## config.mk

```make
export PLATFORM = sky130hd
export DESIGN_NAME = mul_sched
export DESIGN_NICKNAME = d
export VERILOG_FILES = /design/src/rtl/mul_sched_pkg.sv /design/src/rtl/mul_sched_rr_arbiter.sv /design/src/rtl/mul_sched.sv
export SDC_FILE = /design/constraint.sdc
export NUM_CORES = 1
export LEC_CHECK = 0
export ABC_AREA = 0
export BUFFER_PORTS_ARGS = -buffer_cell sky130_fd_sc_hd__buf_4
export CORE_ASPECT_RATIO = 2
export CORE_MARGIN = 4
export CORE_UTILIZATION = 50
export CTS_CLUSTER_SIZE = 30
export DETAILED_ROUTE_END_ITERATION = 8
export PLACE_DENSITY = 0.76
export SYNTH_ARGS = -nofsm -noshare
export SYNTH_HDL_FRONTEND = slang
export SYNTH_SLANG_ARGS = --single-unit
```

## constraint.sdc

```tcl
create_clock -name clk -period 3.2 [get_ports clk]
set_input_delay 0.48 -clock clk [delete_from_list [all_inputs] [get_ports clk]]
set_output_delay 0.48 -clock clk [all_outputs]
set_load 0.01 [all_outputs]
```

## src/rtl/mul_sched_pkg.sv

```systemverilog
// ============================================================================
// Module      : mul_sched_pkg
// Description : Shared types and constants for the multiply-sequence scheduler.
// Revision    : 1.0 - initial release
// ============================================================================
`default_nettype none

package mul_sched_pkg;

    localparam int DEF_NREQ = 4;
    localparam int DEF_DW   = 8;

    typedef enum logic [2:0] {
        ST_IDLE = 3'd0,
        ST_P1   = 3'd1,
        ST_P3   = 3'd2,
        ST_P7   = 3'd3,
        ST_P8   = 3'd4
    } state_t;

    localparam logic [1:0] PH_X1 = 2'd0;
    localparam logic [1:0] PH_X3 = 2'd1;
    localparam logic [1:0] PH_X7 = 2'd2;
    localparam logic [1:0] PH_X8 = 2'd3;

endpackage

`default_nettype wire

```

## src/rtl/mul_sched_rr_arbiter.sv

```systemverilog
// ============================================================================
// Module      : rr_arbiter
// Description : Round-robin selector; search starts at i_ptr and wraps.
// Revision    : 1.0 - initial release
// ============================================================================
`default_nettype none

module rr_arbiter #(
    parameter int NREQ = 4,
    parameter int IW   = $clog2(NREQ)
) (
    input  logic [NREQ-1:0] i_req,
    input  logic [IW-1:0]   i_ptr,
    output logic [NREQ-1:0] o_grant,
    output logic [IW-1:0]   o_idx
);

    logic          w_found;
    logic [IW-1:0] w_cand;

    always_comb begin
        o_grant = '0;
        o_idx   = '0;
        w_found = 1'b0;
        w_cand  = '0;
        for (int k = 0; k < NREQ; k++) begin
            w_cand = IW'((int'(i_ptr) + k) % NREQ);
            if (!w_found && i_req[w_cand]) begin
                w_found         = 1'b1;
                o_grant[w_cand] = 1'b1;
                o_idx           = w_cand;
            end
        end
    end

endmodule

`default_nettype wire

```

## src/rtl/mul_sched.sv

```systemverilog
// ============================================================================
// Module      : mul_sched
// Description : Shared engine emitting x1, x3, x7, x8 of each accepted operand.
// Revision    : 1.0 - initial release
// ============================================================================
`default_nettype none

module mul_sched
    import mul_sched_pkg::*;
#(
    parameter int NREQ = DEF_NREQ,
    parameter int DW   = DEF_DW,
    localparam int IW  = $clog2(NREQ)
) (
    input  logic               clk,
    input  logic               rst,
    input  logic [NREQ-1:0]    req_valid,
    input  logic [NREQ*DW-1:0] req_data,
    output logic [NREQ-1:0]    req_ready,
    output logic               out_valid,
    output logic [DW+2:0]      out,
    output logic [1:0]         out_phase,
    output logic [IW-1:0]      out_id,
    output logic               busy
);

    state_t          r_state;
    state_t          w_next;
    logic            w_accept;
    logic [NREQ-1:0] w_grant;
    logic [IW-1:0]   w_win_idx;
    logic [IW-1:0]   w_ptr_next;
    logic [IW-1:0]   r_ptr;
    logic [IW-1:0]   r_id;
    logic [DW-1:0]   r_d;
    logic [DW-1:0]   w_win_data;
    logic [DW+2:0]   w_win_ext;
    logic [DW+2:0]   w_d_ext;
    logic [DW+2:0]   w_x3;
    logic [DW+2:0]   w_x7;
    logic [DW+2:0]   w_x8;
    logic [DW+2:0]   r_out;
    logic [1:0]      r_phase;
    logic            r_valid;

    rr_arbiter #(
        .NREQ (NREQ),
        .IW   (IW)
    ) u_arb (
        .i_req   (req_valid),
        .i_ptr   (r_ptr),
        .o_grant (w_grant),
        .o_idx   (w_win_idx)
    );

    assign w_win_data = req_data[w_win_idx*DW +: DW];
    assign w_win_ext  = {3'b000, w_win_data};
    assign w_ptr_next = (w_win_idx == IW'(NREQ-1)) ? '0 : w_win_idx + 1'b1;

    // Extra three bits absorb the x8 multiple, so no product can overflow.
    assign w_d_ext = {3'b000, r_d};
    assign w_x3    = (w_d_ext << 1) + w_d_ext;
    assign w_x7    = (w_d_ext << 3) - w_d_ext;
    assign w_x8    = w_d_ext << 3;

    always_ff @(posedge clk or posedge rst) begin
        if (rst) begin
            r_state <= ST_IDLE;
        end else begin
            r_state <= w_next;
        end
    end

    always_comb begin
        w_next    = r_state;
        w_accept  = 1'b0;
        req_ready = '0;
        case (r_state)
            ST_IDLE: begin
                if (|req_valid) begin
                    w_accept = 1'b1;
                    w_next   = ST_P1;
                end
            end
            ST_P1:   w_next = ST_P3;
            ST_P3:   w_next = ST_P7;
            ST_P7:   w_next = ST_P8;
            ST_P8: begin
                if (|req_valid) begin
                    w_accept = 1'b1;
                    w_next   = ST_P1;
                end else begin
                    w_next   = ST_IDLE;
                end
            end
            default: w_next = ST_IDLE;
        endcase
        // Grant is masked during reset so no requester sees a phantom accept.
        if (w_accept && !rst) begin
            req_ready = w_grant;
        end
    end

    // Output registers load the word belonging to the state being entered.
    always_ff @(posedge clk or posedge rst) begin
        if (rst) begin
            r_ptr   <= '0;
            r_id    <= '0;
            r_d     <= '0;
            r_out   <= '0;
            r_phase <= PH_X1;
            r_valid <= 1'b0;
        end else begin
            if (w_accept) begin
                r_d   <= w_win_data;
                r_id  <= w_win_idx;
                r_ptr <= w_ptr_next;
            end
            case (w_next)
                ST_P1: begin
                    r_out   <= w_win_ext;
                    r_phase <= PH_X1;
                    r_valid <= 1'b1;
                end
                ST_P3: begin
                    r_out   <= w_x3;
                    r_phase <= PH_X3;
                    r_valid <= 1'b1;
                end
                ST_P7: begin
                    r_out   <= w_x7;
                    r_phase <= PH_X7;
                    r_valid <= 1'b1;
                end
                ST_P8: begin
                    r_out   <= w_x8;
                    r_phase <= PH_X8;
                    r_valid <= 1'b1;
                end
                default: r_valid <= 1'b0;
            endcase
        end
    end

    assign out       = r_out;
    assign out_phase = r_phase;
    assign out_valid = r_valid;
    assign out_id    = r_id;
    assign busy      = (r_state != ST_IDLE);

endmodule

`default_nettype wire

```

* Yosys cells after proc, flatten, opt, wreduce, memory -nomap -nowiden
Cells that the tools add are included.
Word-level totals: word-level logic and storage cells 89, output and inout port bits 21, flip-flop bits (word level) 29
Operators by class: add/subtract/negate cells 6, shift-type cells 1, bitwise operators 3, $lt $le $gt $ge 8, multiplexer cells 37, equal/unequal tests 9, reduce and logical (&&, ||, !) cells 18
Operators by type and width (number):
- $pmux W11 S4 | 1
- $shiftx A32 B6 Y8 | 1
- $mux W4 | 5
- $mux W1 | 15
- $pmux W3 S5 | 1
- $eq A3 B2 Y1 const B | 4
- $lt A2 B3 Y1 const B | 4
- $or A4 B4 Y4 | 3
- $sub A11 B8 Y11 | 1
- $add A9 B8 Y10 | 1
- $mux W2 | 5
- $bmux W1 S2 | 4
- $demux W1 S2 | 4
- $ge A2 B1 Y1 const B | 4
- $logic_and A1 B1 Y1 | 8
- $pmux W2 S4 | 1
- $reduce_or A4 Y1 | 2
- $eq A3 B1 Y1 const B | 2
- $eq A3 B3 Y1 const B | 2
- $add A2 B1 Y2 const B | 2
- $add A2 B2 Y2 const B | 2
- $logic_not A1 Y1 | 4
- $reduce_bool A4 Y1 | 1
- $logic_not A3 Y1 | 1
- 4 further kinds | 4

* Longest topological paths before layout
Gate-level depths: netlist of the first run.
depth after elaboration 14, gate-level depth with buffers 12, mapped depth without buffers 8

* Cells and area by module
From an unflattened synthesis of the first run, not the netlist that was laid out.
Second synthesis, totals: cells, all modules 284, area, all modules 2691.3 µm²
By module, submodules not included:
- mul_sched | instances 1, cells each 236, sequential area each 725.7 µm², area an instance 2252.2 µm²
- rr_arbiter | instances 1, cells each 48, sequential area each 0.0 µm², area an instance 439.2 µm²

* Worst setup path before layout of the first run
OpenSTA, ideal clock, no wires.
path type register to output, start point reg r_ptr[0], end point out req_ready[0], data required time 2720 ps, cell stages (with the launch flop) 11, setup slack 505 ps, arrival time 2215 ps, cell sequence dfrtp_1 > buf_6 > inv_1 > ha_1 > buf_2 > mux2i_1 > mux2i_1 > nor2b_1 > a22oi_1 > o21ai_0 > nor2b_1
Between the ends: longest elaborated chain between the ends 13, elaborated cells between the ends (all ways) 48
Ends and longest elaborated chain:
- from (decl) | line mul_sched.sv:33 | logic [IW-1:0] r_ptr;
- from (signal assigned) | line mul_sched.sv:117 | r_ptr <= w_ptr_next;
- branches (longest 11 deep; another with $lt A2 B3 Y1)
- $mux W4 * | line mul_sched_rr_arbiter.sv:28 | if (!w_found && i_req[w_cand]) begin
- $mux W4 * | line mul_sched.sv:99 | if (w_accept && !rst) begin
- to (decl) | line mul_sched.sv:19 | output logic [NREQ-1:0] req_ready,
Every way passes the cells marked *. The select of a mux whose other input is x is not followed.

* Worst setup path in the final report of the first run
start point reg r_ptr[0], end point out req_ready[2]
Same word-level chain as after synthesis.

==> results.tsv, run 1 <==
stage	metric	value	unit
status	outcome	completed	
routing	Detail Route Antenna Nets	0	
synthesis	Cell Area, Synth	0.00274	mm2
synthesis	Async SR Flop Fraction	100	%
placed_design	post-place setup slack	0.465	ns
final_layout	FILL cells	468	
routing	vias per cell	6.06	
synthesis	library cells used by synthesis	53	
synthesis	Net Count, Synth	371	
clock_network	Max clock buf depth	2	
clock_network	H-tree Lvls	2	
critical_path	crit path max fanout	8	
synthesis	Post-Syn Instances	308	
routing	drt wl/cell	18.1	um
synthesis	multiplexer area fraction after synthesis	10.5	%
final_layout	fin util	63.4	%
pwr	overall power	0.00402	W
pwr	P_leak	1.63	nW
final_layout	most frequent cells in the layout	67 x buf_4, 29 x dfrtp_1, 23 x ha_1	
critical_path	Worst EP arrival	2.44	ns
critical_path	Critical Path Slowest Stage Cell	dfrtp_1	
clock_network	CTS clk-pin slew, worst paths	0.07	ns
floorplan	Die W	60.3	um
sta	RSZ-0062 raised after global routing	no	
critical_path	Crit. End Element	output port	
synthesis	Ys Warns	0	
routing	initial DRC count	168	
synthesis	synthesized area per cell	8.90	um2
placed_design	detailed placer's ending HPWL	6200	um
clock_network	clk root buf	clkbuf_8	
routing	drt total wl	7640	um
sta	worst setup margin	0.278	ns
worst_hold_path	worst hold path class	in2async	
final_layout	# nets final	426	
sta	Fin. Hold Viols	0	
synthesis	Synth Area in Adders	11.7	%
sta	Setup TNS Final	0	ns
sta	min cycle time layout	2.92	ns
final_layout	ANT cells	0	
synthesis	Synth Area in Simple Gates	16.3	%
global_routing	global-route wire length before repair	12500	um
global_routing	antenna violations before repair	0	
critical_path	CP top delay family	multiplexers	
floorplan	Die Ht	113	um
clock_network	CTS tree	yes	
routing	residual DRC count	0	
placed_design	PortBufs	58	
critical_path	Top cell by count, worst path	mux2i_2	
critical_path	Buf/Inv on CP	2	
sta	Slew Viols, Final	0	
floorplan	floorplan core area	0.00523	mm2
synthesis	largest family of logic cells by synthesized area	compound AO/OA/AOI/OAI gates	
global_routing	largest net degree at the start of global routing	31	
synthesis	xor/xnor cell area share of the yosys netlist	3.20	%
run	max_cap viols	0	
global_routing	gr usage total	24.3	%
sta	Slew HR	56.0	%
floorplan	IO Pins	59	
routing	1st-pass router iterations	4	
placed_design	placed cells	414	
critical_path	Setup Crit Path Kind	reg2out	
routing	DR vias	2556	
sta	# setup viols final	0	
synthesis	Synth Register Bits	29	
clock_network	cts bufs inserted	5	
critical_path	Worst setup SP type	flip-flop	
synthesis	number of flops mapped to enable cells by yosys	0	
critical_path	max incr delay on CP	0.38	ns
clock_network	Clock Sinks	29	
final_layout	share of cells above drive strength 1	24.5	%
synthesis	sequential-to-total area share from yosys stat	26.5	%
global_routing	grt total ovfl	0	
pwr	Power Dens Cells	1210	mW/mm2
sta	Final period util	91.3	%
final_layout	Area Overhead vs Synth	21.1	%
clock_network	worst-skew pair later-pin latency	0.28	ns
sta	Clock Skews	0.00623	ns
pwr	worst vdd ir	0.000934	V
critical_path	Worst EP required	2.72	ns
critical_path	CP cell instances	inv_1, ha_2, mux2i_2, mux2i_2, nor2b_2, a22oi_1, o21ai_0, nor2b_1, buf_4	
sta	fmax	342	MHz
clock_network	post-CTS setup buffer count	0	
final_layout	most common cell after layout, fill and taps aside	buf_4	
placed_design	RePlAce Congestion	0.929	
floorplan	DIE AREA	0.00680	mm2
sta	Slew @ Worst Pin	0.654	ns
floorplan	site row count	37	
synthesis	Main synth FF type	dfrtp_1	
synthesis	Compound-Gate Fraction of Synth Area	24.9	%
floorplan	Starting Density	52.4	%
final_layout	Post-Layout Cell Count	422	
global_routing	vias in the first global route	2657	
[power by group]
part	switching [W]	internal, W
Combinational	0.00155	0.00130
Sequential	0.000233	0.000557
Clock	0.000146	0.000233
Total	0.00193	0.00209
[path summary, 6_finish.rpt]
kind,cells past startpoint,slack (ns),endpoint,startpoint
setup / recovery,9,0.28,req_ready[2],r_ptr[0]
hold / removal,3,0.28,out[3],rst
setup reg to reg,8,0.58,out[7],r_d[1]
hold reg to reg,2,0.49,out_id[1],out_id[1]
max in group asynchronous,3,2.63,r_d[4],rst
min in group clk,2,0.49,out_id[1],out_id[1]
[cells by family (layout without fill, tap and decap cells)]
family,Yosys count,in the layout
DFF,29,29
and+or+nand+nor,81,81
buffers and inverters,36,92
xor gates and xnor gates,10,10
adders and majority gates,25,25
AOI/OAI and AO/OA,100,100
muxes,27,27
[cell usage after synthesis, types with 5 or more instances]
| cell type | number | area share (%) |
|---|---|---|
| a221oi_1 | 5 | 1.6 |
| inv_1 | 17 | 2.3 |
| xor2_1 | 5 | 1.6 |
| ha_1 | 24 | 11 |
| xnor2_1 | 5 | 1.6 |
| dfrtp_1 | 29 | 26 |
| o21ai_0 | 22 | 4.0 |
| o22ai_1 | 6 | 1.4 |
| buf_2 | 5 | 0.91 |
| nor2b_1 | 12 | 2.7 |
| a21o_1 | 12 | 3.3 |
| a21oi_1 | 15 | 2.7 |
| mux2i_1 | 23 | 8.4 |
| buf_6 | 6 | 2.5 |
| nand2_1 | 21 | 2.9 |
| nand2b_1 | 7 | 1.6 |
| nor3_1 | 6 | 1.1 |
| a22oi_1 | 11 | 3.0 |
| clkbuf_1 | 7 | 0.96 |
| nor2_1 | 12 | 1.6 |
[per-layer routing]
| layer | global-route usage [%] | share of wire, % | up-vias |
|---|---|---|---|
| met5 | 0 | 0 | - |
| met4 | 11.4 | 3.8 | 0 |
| met3 | 3.42 | 3.4 | 18 |
| met2 | 46.0 | 60 | 56 |
| met1 | 24.2 | 33 | 1241 |
| li1 | - | - | 1241 |
[flip-flops by register name, summed over array words and instances (netlist names)]
signal     count
r_state        3
out_id         2
r_d            8
out_phase      2
out           11
r_ptr          2
out_valid      1
[worst min-delay path, cell delays in order]
cell   delay, ns
buf_4       0.11
inv_1       0.04
buf_4       0.35
[final cells by class]
type                    instances  area (um2)  area share (%)
clock buffers                   5        68.8            2.07
clock inverters                 3        46.3            1.40
inverters                      17        63.8            1.92
multi-input cells             243        1840            55.4
flip-flops and latches         29         726            21.9
well taps                      58        72.6            2.19
repair buffers                 67         503            15.2
[what timing repair did]
action / CTS / global route
hold buffers: 0 / 0
setup endpoints to repair: 0 / 4
gates resized for setup: 0 / 4
[through the flow]
stage	area [um2]	hold WS, ns
2_1_floorplan	2740	0.513
3_3_place_gp	3190	0.462
3_5_place_dp	3190	0.468
4_1_cts	3300	0.276
5_1_grt	3320	0.304
6_report	3320	0.276
Power figures use the tool's default switching activity.
==> run 2, diff against run 1 <==
REMOVE_ABC_BUFFERS = 1   (was default)
TNS_END_PERCENT = 10   (was default)
==> results.tsv, run 2 (synthesis results as in run 1) <==
stage	metric	value	unit	change
sta	# setup viols final	0		unchanged
routing	drt wl/cell	17.4	um	was 18.1 um
global_routing	grt total ovfl	0		unchanged
status	outcome	completed		unchanged
routing	DR vias	2585		was 2556
critical_path	Worst setup SP type	flip-flop		unchanged
sta	fmax	331	MHz	was 342 MHz
placed_design	PortBufs	58		unchanged
clock_network	H-tree Lvls	2		unchanged
final_layout	max FFs per register	11		unchanged
sta	worst setup margin	0.183	ns	was 0.278 ns
run	max_cap viols	0		unchanged
sta	Slew HR	62.9	%	was 56.0%
floorplan	Starting Density	52.4	%	unchanged
sta	Fin. Hold Viols	0		unchanged
routing	vias per cell	6.13		was 6.06
final_layout	most common cell after layout, fill and taps aside	buf_4		unchanged
pwr	overall power	0.00389	W	was 0.00402 W
sta	min cycle time layout	3.02	ns	was 2.92 ns
final_layout	ANT cells	0		unchanged
pwr	worst vdd ir	0.000954	V	was 0.000934 V
placed_design	post-place setup slack	0.500	ns	was 0.465 ns
final_layout	Area Overhead vs Synth	19.6	%	was 21.1%
critical_path	FF-to-FF End	out[7]		unchanged
sta	Clock Skews	0.00418	ns	was 0.00623 ns
clock_network	Clock Sinks	29		unchanged
floorplan	site row count	37		unchanged
floorplan	Die Ht	113	um	unchanged
worst_hold_path	worst hold path class	in2async		unchanged
floorplan	floorplan core area	0.00523	mm2	unchanged
routing	residual DRC count	0		unchanged
final_layout	fin util	62.7	%	was 63.4%
clock_network	CTS Hold Buffers Added	0		unchanged
placed_design	detailed placer's ending HPWL	5900	um	was 6200 um
floorplan	IO Pins	59		unchanged
global_routing	antenna violations before repair	0		unchanged
routing	drt total wl	7360	um	was 7640 um
global_routing	global-route wire length before repair	12400	um	was 12500 um
sta	Slew Viols, Final	0		unchanged
pwr	P_leak	1.63	nW	about the same
sta	Setup TNS Final	0	ns	unchanged
critical_path	Crit. End Element	output port		unchanged
clock_network	worst-skew pair later-pin latency	0.28	ns	about the same
final_layout	share of cells above drive strength 1	23.6	%	was 24.5%
global_routing	gr usage total	23.7	%	was 24.3%
sta	Final period util	94.3	%	was 91.3%
pwr	Power Dens Cells	1190	mW/mm2	was 1210 mW/mm2
final_layout	most frequent cells in the layout	67 x buf_4, 29 x dfrtp_1, 24 x ha_1		was 67 x buf_4, 29 x dfrtp_1, 23 x ha_1
critical_path	Worst EP arrival	2.54	ns	was 2.44 ns
placed_design	placed cells	414		unchanged
critical_path	crit path max fanout	8		unchanged
global_routing	largest net degree at the start of global routing	30		was 31
routing	Detail Route Antenna Nets	0		unchanged
clock_network	post-CTS setup buffer count	0		unchanged
clock_network	cts bufs inserted	5		unchanged
critical_path	Worst EP required	2.72	ns	about the same
routing	initial DRC count	160		was 168
floorplan	Die W	60.3	um	unchanged
critical_path	reg2reg setup slack	0.59	ns	was 0.58 ns
critical_path	worst reg2reg path depth	8		unchanged
critical_path	RR Startpoint	r_ptr[0]		was r_d[1]
global_routing	vias in the first global route	2650		was 2657
clock_network	Max clock buf depth	2		unchanged
clock_network	clk root buf	clkbuf_8		unchanged
placed_design	RePlAce Congestion	0.908		was 0.929
routing	1st-pass router iterations	4		unchanged
final_layout	Post-Layout Cell Count	422		unchanged
clock_network	post_cts resized	0		unchanged
critical_path	Setup Crit Path Kind	reg2out		unchanged
sta	Slew @ Worst Pin	0.551	ns	was 0.654 ns
floorplan	DIE AREA	0.00680	mm2	unchanged
clock_network	CTS tree	yes		unchanged
final_layout	# nets final	426		unchanged
clock_network	CTS clk-pin slew, worst paths	0.07	ns	about the same
## run 2: worst max-delay path, cell delays in order (launching register included)
cell	delay, ns
dfrtp_1	0.37
inv_1	0.21
ha_1	0.36
mux2i_1	0.19
mux2i_1	0.40
nor2b_2	0.12
a22oi_1	0.19
o21ai_0	0.11
nor2b_1	0.15
buf_4	0.14
## run 2: power breakdown
part / switching (W) / internal [W] / leakage (nW) / total, W
clock network: 0.000151 / 0.000150 / 0.0439 / 0.000301
registers: 0.000209 / 0.000558 / 0.355 / 0.000766
logic: 0.00153 / 0.00129 / 1.23 / 0.00282
total: 0.00189 / 0.00200 / 1.63 / 0.00389
## run 2: metal layers
metal | vias up | global-route usage, % | share of wire (%)
met5 | - | 0 | 0
met4 | 0 | 12.1 | 4.0
met3 | 24 | 1.37 | 3.5
met2 | 71 | 43.2 | 58
met1 | 1249 | 26.2 | 35
li1 | 1241 | - | -
## run 2: layout make-up
type / instances / area (um2)
timing repair buffer: 67 / 503
tap: 58 / 72.6
clock inverter: 3 / 17.5
multi-input combinational: 243 / 1830
fill: 485 / 1950
sequential: 29 / 726
inverter: 17 / 63.8
clock buffer: 5 / 68.8
## run 2: worst max path at each step
stage	to	start	slack, ns
2_1_floorplan	out[7]	r_ptr[0]	0.009
3_3_place_gp	req_ready[2]	r_ptr[0]	0.60
3_5_place_dp	req_ready[1]	r_ptr[0]	0.50
4_1_cts	req_ready[1]	r_ptr[0]	0.18
5_1_grt	req_ready[0]	r_ptr[0]	-0.03
6_report	req_ready[0]	r_ptr[0]	0.18
## run 2: metrics by stage
| step | area (um2) | hold slack (ns) |
|---|---|---|
| 6_report | 3280 | 0.306 |
| 5_1_grt | 3280 | 0.360 |
| 4_1_cts | 3280 | 0.323 |
| 3_5_place_dp | 3190 | 0.467 |
| 3_3_place_gp | 3190 | 0.467 |
| 2_1_floorplan | 2610 | 0.511 |
==> run 3, diff against run 2 <==
CORE_MARGIN = 2   (was 4)
CTS_BUF_LIST = sky130_fd_sc_hd__clkbuf_16   (was default)
==> results.tsv, run 3 (synthesis results as in run 1) <==
stage	metric	value	unit	change
sta	min cycle time layout	2.99	ns	was 3.02 ns
run	max_cap viols	0		unchanged
sta	Final period util	93.4	%	was 94.3%
sta	Fin. Hold Viols	0		unchanged
pwr	sequential share of power	19.7	%	about the same
floorplan	Die W	56.3	um	was 60.3 um
clock_network	Clock Sinks	29		unchanged
final_layout	FILL cells	478		was 485
floorplan	site row count	38		was 37
sta	Hold Worst Slack	0.276	ns	was 0.306 ns
pwr	P_leak	1.65	nW	was 1.63 nW
final_layout	# nets final	424		was 426
placed_design	RePlAce Congestion	0.894		was 0.908
pwr	switching share of power	46.3	%	was 48.6%
routing	drt wl/cell	17.7	um	was 17.4 um
global_routing	antenna violations before repair	0		unchanged
floorplan	DIE AREA	0.00612	mm2	was 0.00680 mm2
sta	fmax	335	MHz	was 331 MHz
pwr	worst vdd ir	0.000958	V	was 0.000954 V
global_routing	largest net degree at the start of global routing	31		was 30
final_layout	Area Overhead vs Synth	22.3	%	was 19.6%
floorplan	Die Ht	109	um	was 113 um
final_layout	Seq. cell area	726	um2	unchanged
routing	DR vias	2539		was 2585
status	outcome	completed		unchanged
clock_network	CTS clk-pin slew, worst paths	0.05	ns	was 0.07 ns
final_layout	most common cell after layout, fill and taps aside	buf_4		unchanged
critical_path	worst reg2reg path depth	8		unchanged
pwr	Clk pwr share	12.6	%	was 7.7%
routing	1st-pass router iterations	5		was 4
pwr	Internal	0.00221	W	was 0.00200 W
critical_path	Setup Crit Path Kind	reg2out		unchanged
routing	Detail Route Antenna Nets	0		unchanged
critical_path	crit path max fanout	8		unchanged
placed_design	detailed placer's ending HPWL	5770	um	was 5900 um
final_layout	max FFs per register	11		unchanged
sta	Clock Skews	0.00444	ns	was 0.00418 ns
floorplan	Starting Density	51.0	%	was 52.4%
routing	initial DRC count	139		was 160
pwr	Combinational Power Share	67.7	%	was 72.5%
sta	Slew HR	59.1	%	was 62.9%
pwr	Power Dens Cells	1230	mW/mm2	was 1190 mW/mm2
sta	# setup viols final	0		unchanged
routing	vias per cell	6.02		was 6.13
final_layout	most frequent cells in the layout	65 x buf_4, 29 x dfrtp_1, 23 x ha_1		was 67 x buf_4, 29 x dfrtp_1, 24 x ha_1
clock_network	cts bufs inserted	5		unchanged
routing	residual DRC count	0		unchanged
global_routing	gr usage total	25.2	%	was 23.7%
critical_path	Worst setup SP type	flip-flop		unchanged
floorplan	IO Pins	59		unchanged
critical_path	RR Startpoint	r_ptr[0]		unchanged
critical_path	reg2reg setup slack	0.57	ns	was 0.59 ns
worst_hold_path	worst hold path class	in2async		unchanged
final_layout	share of cells above drive strength 1	23.5	%	was 23.6%
final_layout	ANT cells	0		unchanged
clock_network	Max clock buf depth	2		unchanged
clock_network	CTS tree	yes		unchanged
final_layout	design area	0.00335	mm2	was 0.00328 mm2
global_routing	global-route wire length before repair	11900	um	was 12400 um
critical_path	Crit. End Element	output port		unchanged
sta	Slew Viols, Final	0		unchanged
routing	drt total wl	7490	um	was 7360 um
placed_design	PortBufs	58		unchanged
critical_path	Worst EP required	2.72	ns	about the same
clock_network	clk root buf	clkbuf_16		was clkbuf_8
global_routing	grt total ovfl	0		unchanged
pwr	overall power	0.00411	W	was 0.00389 W
critical_path	Worst EP arrival	2.51	ns	was 2.54 ns
floorplan	floorplan core area	0.00537	mm2	was 0.00523 mm2
critical_path	FF-to-FF End	out[4]		was out[7]
clock_network	H-tree Lvls	2		unchanged
clock_network	worst-skew pair later-pin latency	0.28	ns	about the same
final_layout	area of the multi-input gates	0.00184	mm2	was 0.00183 mm2
sta	Slew @ Worst Pin	0.608	ns	was 0.551 ns
global_routing	vias in the first global route	2598		was 2650
clock_network	post-CTS setup buffer count	0		unchanged
pwr	NetSw	0.00190	W	was 0.00189 W
placed_design	Post-DP Area	0.00318	mm2	was 0.00319 mm2
## run 3: power groups by stage
stage          Combinational (W)  Sequential (W)  Clock [W]
3_3_place_gp             0.00267        0.000802          0
2_1_floorplan            0.00191        0.000827          0
3_5_place_dp             0.00274        0.000804          0
4_1_cts                  0.00276        0.000804   0.000523
6_report                 0.00278        0.000810   0.000519
5_1_grt                  0.00307        0.000835   0.000539
## run 3: what timing repair did
item,CTS,global route
setup endpoints to repair,0,4
hold buffers,0,0
gates resized for setup,0,4
## run 3: area by class of cell
class                      count  share of cell area [%]
inverter                      17                    1.90
tap                           60                    2.24
clock buffer                   5                    3.73
timing repair buffer          65                    14.6
multi-input combinational    243                    54.8
sequential                    29                    21.6
clock inverter                 3                    1.12
## run 3: routing by layer
metal  wire length [um]  global-route usage (%)  part of all wire, %  vias to the layer above
li1                   -                       -                    -                     1235
met1               2640                    24.7                   35                     1234
met2               4420                    50.8                   59                       59
met3                239                    2.85                  3.2                       11
met4                193                    11.7                  2.6                        0
met5                  0                       0                    0                        -
## run 3: worst max path at each step
stage,cells after the start,end,startpoint
final,9,req_ready[3],r_ptr[0]
after detailed placement,9,req_ready[2],r_ptr[0]
after floorplan,8,out[7],r_ptr[0]
after CTS,9,req_ready[2],r_ptr[0]
after global routing,9,req_ready[3],r_ptr[0]
after global placement,9,req_ready[0],r_ptr[0]
## run 3: stage by stage
stage,setup TNS [ns],std cells,setup slack [ns],utilization [%]
after floorplan,0,289,0.00928,-
after global placement,0,414,0.593,59.1
after detailed placement,0,414,0.446,59.1
after CTS,0,422,0.105,62.2
after global routing,-0.0366,422,-0.0366,62.4
final,0,422,0.211,62.4
## run 3: critical path, stage by stage (launching register included)
cell     delay (ns)
dfrtp_1        0.38
inv_1          0.22
ha_2           0.38
mux2i_2        0.28
mux2i_2        0.18
nor2b_2        0.21
a22oi_1        0.10
o21ai_0        0.20
nor2b_1        0.16
buf_4          0.13
